`config.mk`:
```
export PLATFORM = sky130hd
export DESIGN_NAME = mult3_req_seq_flat
export DESIGN_NICKNAME = d
export VERILOG_FILES = /design/src/rtl/mult3_req_seq_if.sv /design/src/rtl/mult3_req_seq.sv /design/src/flat_wrapper.sv
export SDC_FILE = /design/constraint.sdc
export NUM_CORES = 1
export LEC_CHECK = 0
export ABC_AREA = 0
export ABC_CLOCK_PERIOD_IN_PS = 2300
export BUFFER_PORTS_ARGS = -buffer_cell sky130_fd_sc_hd__buf_2
export CAP_MARGIN = 5
export CORE_MARGIN = 4
export CORE_UTILIZATION = 31
export DETAILED_ROUTE_END_ITERATION = 6
export GPL_ROUTABILITY_DRIVEN = 0
export PLACE_DENSITY_LB_ADDON = 0.05
export SYNTH_ARGS = -nofsm -noshare
export SYNTH_HDL_FRONTEND = slang
export SYNTH_SLANG_ARGS = --single-unit
export TNS_END_PERCENT = 30
```
`constraint.sdc`:
```
create_clock -name clk -period 2.3 [get_ports clk]
set_input_delay 0.46 -clock clk [delete_from_list [all_inputs] [get_ports clk]]
set_output_delay 0.46 -clock clk [all_outputs]
set_load 0.1 [all_outputs]
```
`src/rtl/mult3_req_seq_if.sv`:
```
// Handshake and bus bundle between the request sequencer, its upstream
// producer, the multiplier controller/datapath and the downstream consumer.
// The slave modport is the sequencer's view; master is the surrounding system.
interface mult3_req_seq_if #(
  parameter int WIDTH = 8
);

  // Operand request channel
  logic               in_valid;
  logic               in_ready;
  logic [WIDTH-1:0]   in_a;
  logic [WIDTH-1:0]   in_b;

  // Multiplier controller / datapath side
  logic               mc_start;
  logic               mc_done;
  logic [WIDTH-1:0]   mc_multiplicand;
  logic [WIDTH-1:0]   mc_multiplier;
  logic [2*WIDTH-1:0] dp_product;

  // Result channel
  logic               out_valid;
  logic               out_ready;
  logic [2*WIDTH-1:0] out_prod;
  logic               out_err;

  modport slave (
    input  in_valid,
    input  in_a,
    input  in_b,
    input  mc_done,
    input  dp_product,
    input  out_ready,
    output in_ready,
    output mc_start,
    output mc_multiplicand,
    output mc_multiplier,
    output out_valid,
    output out_prod,
    output out_err
  );

  modport master (
    output in_valid,
    output in_a,
    output in_b,
    output mc_done,
    output dp_product,
    output out_ready,
    input  in_ready,
    input  mc_start,
    input  mc_multiplicand,
    input  mc_multiplier,
    input  out_valid,
    input  out_prod,
    input  out_err
  );

endinterface

```
`src/rtl/mult3_req_seq.sv`:
```
// Upstream request sequencer for the shift/add multiplier.
// Accepts an operand pair, registers it onto the operand buses, pulses
// mc_start, waits for mc_done (guarded by a watchdog) and returns the
// captured product over a valid/ready result channel.
// Optional feature: define MULT3_SIGNED_EN to treat operands as two's
// complement (magnitudes go to the multiplier, the product is re-signed).
module mult3_req_seq #(
  parameter int WIDTH   = 8,
  parameter int TIMEOUT = 128
) (
  input  logic             clk,
  input  logic             reset,
  mult3_req_seq_if.slave   bus
);

  localparam int CNT_W  = $clog2(TIMEOUT) + 1;
  localparam int PROD_W = 2 * WIDTH;

  typedef enum logic [1:0] {
    S_IDLE   = 2'd0,
    S_START  = 2'd1,
    S_WAIT   = 2'd2,
    S_RESULT = 2'd3
  } state_t;

  state_t              state_q,    state_d;
  logic                in_ready_q, in_ready_d;
  logic [WIDTH-1:0]    mcand_q,    mcand_d;
  logic [WIDTH-1:0]    mplier_q,   mplier_d;
  logic                sign_q,     sign_d;
  logic [CNT_W-1:0]    cnt_q,      cnt_d;
  logic [PROD_W-1:0]   prod_q,     prod_d;
  logic                err_q,      err_d;

  logic                accept;
  logic                timeout_hit;
  logic [WIDTH-1:0]    a_mag;
  logic [WIDTH-1:0]    b_mag;
  logic                in_sign;
  logic [PROD_W-1:0]   signed_prod;

  // Operand conditioning: magnitudes and product sign in signed mode,
  // straight pass-through with a zero sign otherwise.
`ifdef MULT3_SIGNED_EN
  assign a_mag   = bus.in_a[WIDTH-1] ? (~bus.in_a + WIDTH'(1)) : bus.in_a;
  assign b_mag   = bus.in_b[WIDTH-1] ? (~bus.in_b + WIDTH'(1)) : bus.in_b;
  assign in_sign = bus.in_a[WIDTH-1] ^ bus.in_b[WIDTH-1];
`else
  assign a_mag   = bus.in_a;
  assign b_mag   = bus.in_b;
  assign in_sign = 1'b0;
`endif

  // A transfer only happens while the registered ready is high, which is
  // only ever true in IDLE.
  assign accept      = bus.in_valid && in_ready_q;
  assign timeout_hit = (cnt_q == CNT_W'(TIMEOUT - 1));
  assign signed_prod = sign_q ? (~bus.dp_product + PROD_W'(1)) : bus.dp_product;

  // Next-state and datapath register updates for the request sequencer.
  always_comb begin
    state_d    = state_q;
    mcand_d    = mcand_q;
    mplier_d   = mplier_q;
    sign_d     = sign_q;
    cnt_d      = cnt_q;
    prod_d     = prod_q;
    err_d      = err_q;
    in_ready_d = 1'b0;

    case (state_q)
      S_IDLE: begin
        if (accept) begin
          mcand_d  = a_mag;
          mplier_d = b_mag;
          sign_d   = in_sign;
          cnt_d    = '0;
          state_d  = S_START;
        end
      end

      S_START: begin
        // The watchdog counts from the start pulse so the abort lands
        // exactly TIMEOUT cycles after mc_start.
        cnt_d   = cnt_q + CNT_W'(1);
        state_d = S_WAIT;
      end

      S_WAIT: begin
        cnt_d = cnt_q + CNT_W'(1);
        if (bus.mc_done) begin
          prod_d  = signed_prod;
          err_d   = 1'b0;
          state_d = S_RESULT;
        end else if (timeout_hit) begin
          prod_d  = '0;
          err_d   = 1'b1;
          state_d = S_RESULT;
        end
      end

      S_RESULT: begin
        if (bus.out_ready) begin
          state_d = S_IDLE;
        end
      end

      default: begin
        state_d = S_IDLE;
      end
    endcase

    // Ready is registered from the next state, so it rises one cycle after
    // reset release or after the result handshake, never combinationally.
    in_ready_d = (state_d == S_IDLE);
  end

  // State and datapath registers, cleared by the asynchronous active-low reset.
  always_ff @(posedge clk or negedge reset) begin
    if (!reset) begin
      state_q    <= S_IDLE;
      in_ready_q <= 1'b0;
      mcand_q    <= '0;
      mplier_q   <= '0;
      sign_q     <= 1'b0;
      cnt_q      <= '0;
      prod_q     <= '0;
      err_q      <= 1'b0;
    end else begin
      state_q    <= state_d;
      in_ready_q <= in_ready_d;
      mcand_q    <= mcand_d;
      mplier_q   <= mplier_d;
      sign_q     <= sign_d;
      cnt_q      <= cnt_d;
      prod_q     <= prod_d;
      err_q      <= err_d;
    end
  end

  assign bus.in_ready        = in_ready_q;
  assign bus.mc_start        = (state_q == S_START);
  assign bus.mc_multiplicand = mcand_q;
  assign bus.mc_multiplier   = mplier_q;
  assign bus.out_valid       = (state_q == S_RESULT);
  assign bus.out_prod        = prod_q;
  assign bus.out_err         = err_q;

endmodule

```
`src/flat_wrapper.sv`:
```
// flat-port wrapper written by rule: the top's interface ports become plain ports
module mult3_req_seq_flat 
#(
  parameter int WIDTH   = 8,
  parameter int TIMEOUT = 128
)
  (clk, reset, bus_in_valid, bus_in_a, bus_in_b, bus_mc_done, bus_dp_product, bus_out_ready, bus_in_ready, bus_mc_start, bus_mc_multiplicand, bus_mc_multiplier, bus_out_valid, bus_out_prod, bus_out_err);
  mult3_req_seq_if #(.WIDTH(WIDTH)) bus_i ();
  input  logic clk;
  input  logic reset;
  input wire logic [$bits(bus_i.in_valid)-1:0] bus_in_valid;
  input wire logic [$bits(bus_i.in_a)-1:0] bus_in_a;
  input wire logic [$bits(bus_i.in_b)-1:0] bus_in_b;
  input wire logic [$bits(bus_i.mc_done)-1:0] bus_mc_done;
  input wire logic [$bits(bus_i.dp_product)-1:0] bus_dp_product;
  input wire logic [$bits(bus_i.out_ready)-1:0] bus_out_ready;
  output wire logic [$bits(bus_i.in_ready)-1:0] bus_in_ready;
  output wire logic [$bits(bus_i.mc_start)-1:0] bus_mc_start;
  output wire logic [$bits(bus_i.mc_multiplicand)-1:0] bus_mc_multiplicand;
  output wire logic [$bits(bus_i.mc_multiplier)-1:0] bus_mc_multiplier;
  output wire logic [$bits(bus_i.out_valid)-1:0] bus_out_valid;
  output wire logic [$bits(bus_i.out_prod)-1:0] bus_out_prod;
  output wire logic [$bits(bus_i.out_err)-1:0] bus_out_err;
  assign bus_i.in_valid = bus_in_valid;
  assign bus_i.in_a = bus_in_a;
  assign bus_i.in_b = bus_in_b;
  assign bus_i.mc_done = bus_mc_done;
  assign bus_i.dp_product = bus_dp_product;
  assign bus_i.out_ready = bus_out_ready;
  assign bus_in_ready = bus_i.in_ready;
  assign bus_mc_start = bus_i.mc_start;
  assign bus_mc_multiplicand = bus_i.mc_multiplicand;
  assign bus_mc_multiplier = bus_i.mc_multiplier;
  assign bus_out_valid = bus_i.out_valid;
  assign bus_out_prod = bus_i.out_prod;
  assign bus_out_err = bus_i.out_err;
  mult3_req_seq #(.WIDTH(WIDTH), .TIMEOUT(TIMEOUT)) u_core (.clk(clk), .reset(reset), .bus(bus_i));
endmodule
```
==> results of run 1 <==
## logic make-up after synthesis
logic type	after synthesis	share of synthesized area, %
AOI/OAI and AO/OA	38	16.7
xor gates and xnor gates	1	0.453
adders and majority gates	5	3.24
buffers and inverters	9	2.59
DFF	44	57.0
muxes	18	10.4
and+or+nand+nor	33	9.71
## flip-flops by register name, summed over array words and instances, names as in the netlist
register / cells
u_core.bus.out_prod: 16
u_core.bus.mc_multiplicand: 8
u_core.bus.mc_multiplier: 8
u_core.cnt_q: 8
u_core.state_q: 2
u_core.bus.in_ready: 1
u_core.bus.out_err: 1
## critical path: stages, from the launching register on
cell	delay [ns]
dfrtp_1	0.45
inv_1	0.11
ha_1	0.17
buf_2	0.43
## cell usage after synthesis, types with 2 or more instances
library cell / count
a22o_1: 16
nand3_1: 9
mux2_1: 16
buf_2: 4
ha_1: 5
mux2i_1: 2
o41ai_1: 2
dfrtp_1: 44
a2111o_1: 2
and2_1: 2
a21oi_1: 5
a21oi_2: 2
inv_1: 2
nor2_1: 5
nand2_1: 5
nand2b_1: 5
## layout make-up
cell class	instances	area, sq um
fill	588	3520
sequential	44	1100
multi-input combinational	95	782
timing repair buffer	75	395
tap	75	93.8
clock buffer	7	86.3
clock inverter	1	7.51
inverter	2	7.51
## per-layer routing
metal	global-route usage, %	routed length [microns]
met5	0	0
met2	20.3	2090
met3	3.31	325
met4	4.53	57
met1	15.0	1840
## metrics by stage
stage / util (%) / area, sq um / setup slack, ns / hold WS [ns]
after detailed placement: 39.7 / 2380 / 0.408 / 0.464
after CTS: 41.3 / 2470 / 0.377 / 0.143
final: 41.3 / 2470 / 0.395 / 0.135
after global routing: 41.3 / 2470 / 0.262 / 0.176
after floorplan: - / 1930 / 0.343 / 0.164
after global placement: 39.7 / 2380 / 0.487 / 0.451
## worst max path at each step
stage / from / to / slack, ns / depth (start not counted)
after floorplan: u_core.bus.in_ready / u_core.bus.mc_multiplicand[0] / 0.34 / 3
after global placement: u_core.cnt_q[0] / u_core.bus.out_prod[8] / 0.49 / 4
after detailed placement: u_core.state_q[1] / u_core.cnt_q[7] / 0.41 / 5
after CTS: u_core.state_q[1] / bus_mc_start / 0.38 / 3
after global routing: u_core.cnt_q[0] / u_core.bus.out_prod[4] / 0.26 / 4
final: u_core.state_q[1] / bus_mc_start / 0.39 / 3
==> impl_metrics.py, run 1 <==
metrics = {
    "outcome": {
        "outcome": "finished, final reports clean",
    },
    "route": {
        "drt_iter0_markers": 50,
        "via_per_inst": 4.93,
        "routed_wl_mm": 4.31,
        "vias": 1473,
        "remaining_drc_errors": 0,
        "ant_nets": 0,
        "wl_per_cell_microns": 14.4,
        "first_pass_iters": 4,
    },
    "setup_path": {
        "r2r_end": "u_core.cnt_q[7]",
        "crit_type": "register to primary output",
        "r2r_slack_ns": 0.40,
        "reg2regPathDepth": 5,
        "cp.required_ns": 1.84,
        "cp_max_fo": 6,
        "crit_arrival_ns": 1.45,
        "worstSetupEndpointType": "primary output",
        "cp-start-kind": "register",
        "regToRegStartpoint": "u_core.state_q[1]",
    },
    "logic_synthesis": {
        "synthTopCellsByArea": "dfrtp_1 57%, mux2_1 9.3%, a22o_1 7.2%, ha_1 3.2%, nand3_1 2.3%",
        "seq_area_frac_synth_pct": 57.0,
        "async_flop_share_pct": 100,
        "syn_nets": 190,
        "synth_top_area_share_pct": 57.0,
        "synth_edf_count": 0,
        "yosys_register_bits": 44,
        "syn_area_per_cell_sq_um": 13.1,
        "syn_inst": 148,
        "ys_types": 38,
        "netlist_area_sq_mm": 0.00193,
        "synth_top_area_cell": "dfrtp_1",
        "synthFlopType": "dfrtp_1",
        "yosysWarnings": 0,
    },
    "cts": {
        "postCtsHoldBufs": 0,
        "cts_inserted_buffers": 5,
        "clk_pin_slew_worst_paths_ns": 0.08,
        "clockBufferDepth": 2,
        "post_cts.repair.setup_buffers": 0,
        "cts_root_buf": "clkbuf_8",
        "ctsResizeCount": 0,
        "htreeDepth": 2,
        "cts_tree": "built",
        "worstSkewPairLatency_ns": 0.29,
        "cts_sinks": 44,
    },
    "floorplan": {
        "core_area_sq_mm": 0.00599,
        "dieWidth_microns": 87.0,
        "io_pins": 73,
        "die_area_sq_mm": 0.00756,
        "rows": 28,
        "start_util_pct": 32.3,
        "fp.dieH_microns": 87.0,
    },
    "global_route": {
        "grt_max_degree": 24,
        "grt_pass1_vias": 1549,
        "grt_pass1_wl_mm": 7.38,
        "antenna_found_initial": 0,
        "grt_usage_pct": 12.2,
        "grt-ovfl-total": 0,
    },
    "job": {
        "drv_cap": 0,
    },
    "finish": {
        "antenna_cells": 0,
        "fin_cells": 299,
        "final_common_cell": "buf_2",
        "layout-drive-gt1-share_pct": 38.4,
        "area_delta_synth_final_pct": 28.0,
        "final_cell_mix": "72 x buf_2, 44 x dfrtp_1, 16 x mux2_1, 16 x a22o_1, 9 x nand3_1",
        "final_nets": 265,
    },
    "sta": {
        "fin_crit_sh_pct": 82.8,
        "tns_ns": 0,
        "final.min_clock_period_ns": 1.91,
        "slew_violations": 0,
        "fin_skew_ns": 0.00527,
        "tightest_slew_ns": 0.690,
        "rsz0062_at_grt": "no",
        "max_freq_mhz": 525,
        "max_slew_margin_pct": 54.0,
        "finalHoldViolCount": 0,
        "setup_violations": 0,
    },
    "placed_design": {
        "port-buffer-count": 72,
        "dp_cells": 291,
        "dp.final_hpwl_mm": 3.31,
    },
    "hold_path": {
        "min_path_type": "input pin to asynchronous set/reset pin",
    },
}
Power of run 1 is not shown: default switching activity piles up to over one toggle a cycle in this logic, so the estimate is an artifact.
==> run 2, diff against run 1 <==
--- a/config.mk
+++ b/config.mk
@@ -6,7 +6,7 @@
 export NUM_CORES = 1
 export LEC_CHECK = 0
 export ABC_AREA = 0
-export ABC_CLOCK_PERIOD_IN_PS = 2300
+export ABC_CLOCK_PERIOD_IN_PS = 1840
 export BUFFER_PORTS_ARGS = -buffer_cell sky130_fd_sc_hd__buf_2
 export CAP_MARGIN = 5
 export CORE_MARGIN = 4
==> constraint.sdc (replaced) <==
create_clock -name clk -period 1.84 [get_ports clk]
set_input_delay 0.368 -clock clk [delete_from_list [all_inputs] [get_ports clk]]
set_output_delay 0.368 -clock clk [all_outputs]
set_load 0.1 [all_outputs]
==> run 2 against run 1 <==
Against the previous run:
- critical path depth increased by 2
- setup slack worse by 0.27 ns
- global-route usage grew 0.58 points
- sequential share of layout area is 1.6 points lower
- first-iteration DRC count shrank 54%
- final cell count is 1.0% higher
- worst hold slack gained 0.012 ns
- core utilization up 1.6 points
- sequential cell count is the same
- die area stayed put
- design area up 3.8%
- register-to-register slack got worse by 0.28 ns
==> impl_metrics.py, run 2 (synthesized netlist as in run 1, its figures left out) <==
metrics = {
    "finish": {
        "final_cell_mix": "70 x buf_2, 43 x dfrtp_1, 16 x mux2_1, 16 x a22o_1, 8 x nand3_1",
        "area_delta_synth_final_pct": 32.9,
        "largest_register_ffs": 16,
        "layout-drive-gt1-share_pct": 41.9,
        "fin_cells": 302,
        "final_common_cell": "buf_2",
        "antenna_cells": 0,
        "postLayoutCellArea_sq_mm": 0.00257,
        "final_nets": 269,
    },
    "job": {
        "drv_cap": 0,
    },
    "placed_design": {
        "dp_cells": 295,
        "dp.final_hpwl_mm": 3.40,
        "place_area_sq_mm": 0.00241,
        "port-buffer-count": 72,
    },
    "sta": {
        "fin_hold_ws_ns": 0.148,
        "final.min_clock_period_ns": 1.72,
        "setup_violations": 0,
        "fin_skew_ns": 0.00532,
        "tns_ns": 0,
        "slew_violations": 0,
        "rsz0062_at_grt": "yes",
        "max_slew_margin_pct": 62.2,
        "finalHoldViolCount": 0,
        "tightest_slew_ns": 0.568,
        "max_freq_mhz": 582,
        "fin_crit_sh_pct": 93.3,
    },
    "setup_path": {
        "cpMaxStageDelayCell": "or4_4",
        "worstSetupEndpointType": "register",
        "max_stage_delay_ns": 0.49,
        "cp_cell_sequence": "inv_1, ha_2, nor2_1, or4_4, a21oi_2",
        "crit_arrival_ns": 1.94,
        "cp.required_ns": 2.06,
        "crit_type": "register to register",
        "cp-start-kind": "register",
        "cp_max_fo": 7,
    },
    "cts": {
        "cts_root_buf": "clkbuf_8",
        "cts_inserted_buffers": 5,
        "postCtsHoldBufs": 0,
        "cts_tree": "built",
        "cts_sinks": 44,
        "worstSkewPairLatency_ns": 0.29,
        "clockBufferDepth": 2,
        "htreeDepth": 2,
        "clk_pin_slew_worst_paths_ns": 0.08,
    },
    "hold_path": {
        "min_path_type": "input pin to asynchronous set/reset pin",
    },
    "global_route": {
        "antenna_found_initial": 0,
        "grt-ovfl-total": 0,
        "grt_pass1_wl_mm": 7.59,
        "grt_pass1_vias": 1571,
        "grt_usage_pct": 12.7,
        "grt_max_degree": 45,
    },
    "floorplan": {
        "fp.dieH_microns": 87.0,
        "start_util_pct": 32.3,
        "dieWidth_microns": 87.0,
        "io_pins": 73,
        "die_area_sq_mm": 0.00756,
        "rows": 28,
        "core_area_sq_mm": 0.00599,
    },
    "route": {
        "drt_iter0_markers": 23,
        "routed_wl_mm": 4.60,
        "via_per_inst": 4.99,
        "remaining_drc_errors": 0,
        "first_pass_iters": 4,
        "wl_per_cell_microns": 15.2,
        "vias": 1508,
        "ant_nets": 0,
    },
    "outcome": {
        "outcome": "finished, final reports clean",
    },
}
[run 2: cell types whose count changed in the layout (fill, tap and decap cells not counted), sizes merged]
cell	previous run	this run
buf	75	77
bufinv	0	2
clkinvlp	1	0
[run 2: final timing paths]
kind | start | endpoint | slack, ns | cells after the start
max in group asynchronous | reset | u_core.bus.in_ready | 1.27 | 2
worst min register to register | u_core.bus.mc_multiplier[5] | u_core.bus.mc_multiplier[5] | 0.49 | 1
worst min-delay path | reset | u_core.bus.mc_multiplier[1] | 0.15 | 2
min in group clk | bus_in_b[2] | u_core.bus.mc_multiplier[2] | 0.28 | 2
worst max register to register | u_core.state_q[0] | u_core.cnt_q[3] | 0.12 | 5
worst max-delay path | u_core.state_q[0] | u_core.cnt_q[3] | 0.12 | 5
[run 2: timing repair]
item,CTS,global route
gates resized for setup,1,6
buffers inserted,0,0
setup endpoints to repair,16,39
[run 2: area by class of cell]
| type | instances | area [sq um] |
|---|---|---|
| Inverter | 2 | 7.51 |
| Multi-Input combinational cell | 95 | 806 |
| Tap cell | 75 | 93.8 |
| Sequential cell | 44 | 1100 |
| Timing Repair Buffer | 79 | 430 |
| Clock buffer | 5 | 68.8 |
| Fill cell | 593 | 3420 |
| Clock inverter | 2 | 60.1 |
[run 2: worst max-delay path: cells and delay by family (launching register included)]
| kind | cells | cell delay [ns] |
|---|---|---|
| simple gates | 2 | 0.60 |
| compound gates | 1 | 0.14 |
| flops | 1 | 0.40 |
| fa+ha+maj | 1 | 0.41 |
| buf+inv | 1 | 0.10 |
[run 2: per-stage QoR]
step / setup WS (ns) / utilization, %
after detailed placement: -0.0345 / 40.2
after global routing: -0.0331 / 42.9
after global placement: 0.0177 / 40.2
after CTS: 0.00327 / 42.5
after floorplan: 0.0719 / -
final: 0.122 / 42.9
[run 2: layer usage]
| metal | up-vias | track usage (%) | part of all wire, % |
|---|---|---|---|
| met1 | 753 | 15.6 | 45 |
| met4 | 0 | 3.82 | 0.54 |
| met2 | 41 | 21.5 | 48 |
| met3 | 2 | 3.88 | 6.8 |
| li1 | 712 | - | - |
| met5 | - | 0 | 0 |
Power of run 2 is left out for the same reason.
==> run 3, diff against run 2 <==
--- a/config.mk
+++ b/config.mk
@@ -9,11 +9,13 @@
 export ABC_CLOCK_PERIOD_IN_PS = 1840
 export BUFFER_PORTS_ARGS = -buffer_cell sky130_fd_sc_hd__buf_2
 export CAP_MARGIN = 5
+export CORE_ASPECT_RATIO = 0.5
 export CORE_MARGIN = 4
 export CORE_UTILIZATION = 31
 export DETAILED_ROUTE_END_ITERATION = 6
 export GPL_ROUTABILITY_DRIVEN = 0
 export PLACE_DENSITY_LB_ADDON = 0.05
+export REMOVE_ABC_BUFFERS = 1
 export SYNTH_ARGS = -nofsm -noshare
 export SYNTH_HDL_FRONTEND = slang
 export SYNTH_SLANG_ARGS = --single-unit
==> run 3 against run 2 <==
Against the previous run:
- clock skew decreased by 0.0034 ns
- sequential cell count unchanged
- final cell count increased by 5.3%
- core utilization increased by 0.78 points
- global-route usage increased by 0.15 points
- design area increased by 2.9%
- register-to-register slack improved by 0.02 ns
- critical path type is now register to primary output
- wire length about the same
- first-iteration DRC count increased to 2.7 times the previous value
- worst hold slack improved by 0.14 ns
- count of clock-buffer cells in the layout increased by 1
==> impl_metrics.py, run 3 (synthesized netlist as in run 1, its figures left out) <==
metrics = {
    "outcome": {
        "outcome": "finished, final reports clean",
    },
    "finish": {
        "final_nets": 271,
        "largest_register_ffs": 16,
        "antenna_cells": 0,
        "area_delta_synth_final_pct": 36.8,
        "layout-drive-gt1-share_pct": 41.3,
        "postLayoutCellArea_sq_mm": 0.00264,
        "final_cell_mix": "71 x buf_2, 43 x dfrtp_1, 16 x mux2_1, 16 x a22o_1, 9 x nand3_1",
        "final_common_cell": "buf_2",
    },
    "sta": {
        "final.min_clock_period_ns": 1.71,
        "max_slew_margin_pct": 66.7,
        "tns_ns": 0,
        "tightest_slew_ns": 0.503,
        "slew_violations": 0,
        "setup_violations": 0,
        "finalHoldViolCount": 0,
        "fin_hold_ws_ns": 0.290,
        "rsz0062_at_grt": "no",
        "fin_crit_sh_pct": 92.8,
        "setup_ws_ns": 0.133,
        "max_freq_mhz": 586,
        "fin_skew_ns": 0.00188,
    },
    "setup_path": {
        "crit_arrival_ns": 1.34,
        "cp.required_ns": 1.47,
        "crit_type": "register to primary output",
        "cp-start-kind": "register",
        "worstSetupEndpointType": "primary output",
        "cp_max_fo": 6,
    },
    "placed_design": {
        "port-buffer-count": 72,
        "pre_cts_ws_ns": 0.130,
        "dp.final_hpwl_mm": 3.41,
        "place_area_sq_mm": 0.00245,
    },
    "global_route": {
        "antenna_found_initial": 0,
        "grt_max_degree": 20,
        "grt-ovfl-total": 0,
        "grt_usage_pct": 12.9,
        "grt_pass1_wl_mm": 7.76,
        "grt_pass1_vias": 1543,
    },
    "floorplan": {
        "core_area_sq_mm": 0.00606,
        "dieWidth_microns": 120,
        "start_util_pct": 31.9,
        "die_area_sq_mm": 0.00764,
        "io_pins": 73,
        "fp.dieH_microns": 63.8,
        "rows": 20,
    },
    "route": {
        "routed_wl_mm": 4.60,
        "first_pass_iters": 4,
        "vias": 1486,
        "wl_per_cell_microns": 14.5,
        "wl_met1_mm": 2.28,
        "drt_iter0_markers": 62,
        "ant_nets": 0,
        "routed-wl-met3_microns": 262,
        "wl_met2_mm": 2.01,
        "via_per_inst": 4.67,
        "remaining_drc_errors": 0,
        "highest_layer": "met4",
    },
    "hold_path": {
        "min_path_type": "input pin to register",
    },
    "cts": {
        "post_cts.repair.setup_buffers": 0,
        "cts_inserted_buffers": 5,
        "worstSkewPairLatency_ns": 0.28,
        "cts_root_buf": "clkbuf_16",
        "htreeDepth": 2,
        "clk_pin_slew_worst_paths_ns": 0.06,
        "cts_tree": "built",
        "cts_sinks": 44,
        "clockBufferDepth": 2,
    },
    "job": {
        "drv_cap": 0,
    },
}
[run 3: repair_timing]
| item | CTS | global route |
|---|---|---|
| hold buffers | 1 | 0 |
| endpoints found under the setup margin | 0 | 5 |
| gates resized for setup | 0 | 4 |
| endpoints found under the hold margin | 13 | 0 |
[run 3: layout make-up]
cell class,instances,area [sq um]
Multi-Input combinational cell,95,788
Fill cell,610,3410
Tap cell,88,110
Clock inverter,2,38.8
Timing Repair Buffer,81,458
Inverter,2,7.51
Sequential cell,44,1100
Clock buffer,6,139
[run 3: path summary, 6_finish.rpt]
check	from	cells after the start	slack, ns	end
max	u_core.state_q[1]	2	0.13	bus_out_valid
min	bus_in_b[5]	2	0.29	u_core.bus.mc_multiplier[5]
max reg2reg	u_core.state_q[1]	6	0.14	u_core.bus.in_ready
min reg2reg	u_core.bus.mc_multiplier[5]	1	0.48	u_core.bus.mc_multiplier[5]
max in group asynchronous	reset	3	0.81	u_core.state_q[1]
min in group asynchronous	reset	2	0.52	u_core.bus.mc_multiplier[0]
[run 3: stage by stage]
step                std cells  utilization, %
global route              318            43.7
finish                    318            43.7
detailed placement        309            40.4
CTS                       318            43.5
global placement          309            40.4
floorplan                 141               -
[run 3: routing by layer]
metal,global-route usage [%],up-vias
met1,17.3,717
met2,19.9,43
met4,3.42,0
met5,0,-
li1,-,719
met3,4.51,7
[run 3: critical path, stage by stage (launching register included)]
cell and delay, ns:
dfrtp_2 0.42, ha_1 0.20, buf_2 0.44
Power of run 3 is left out for the same reason.
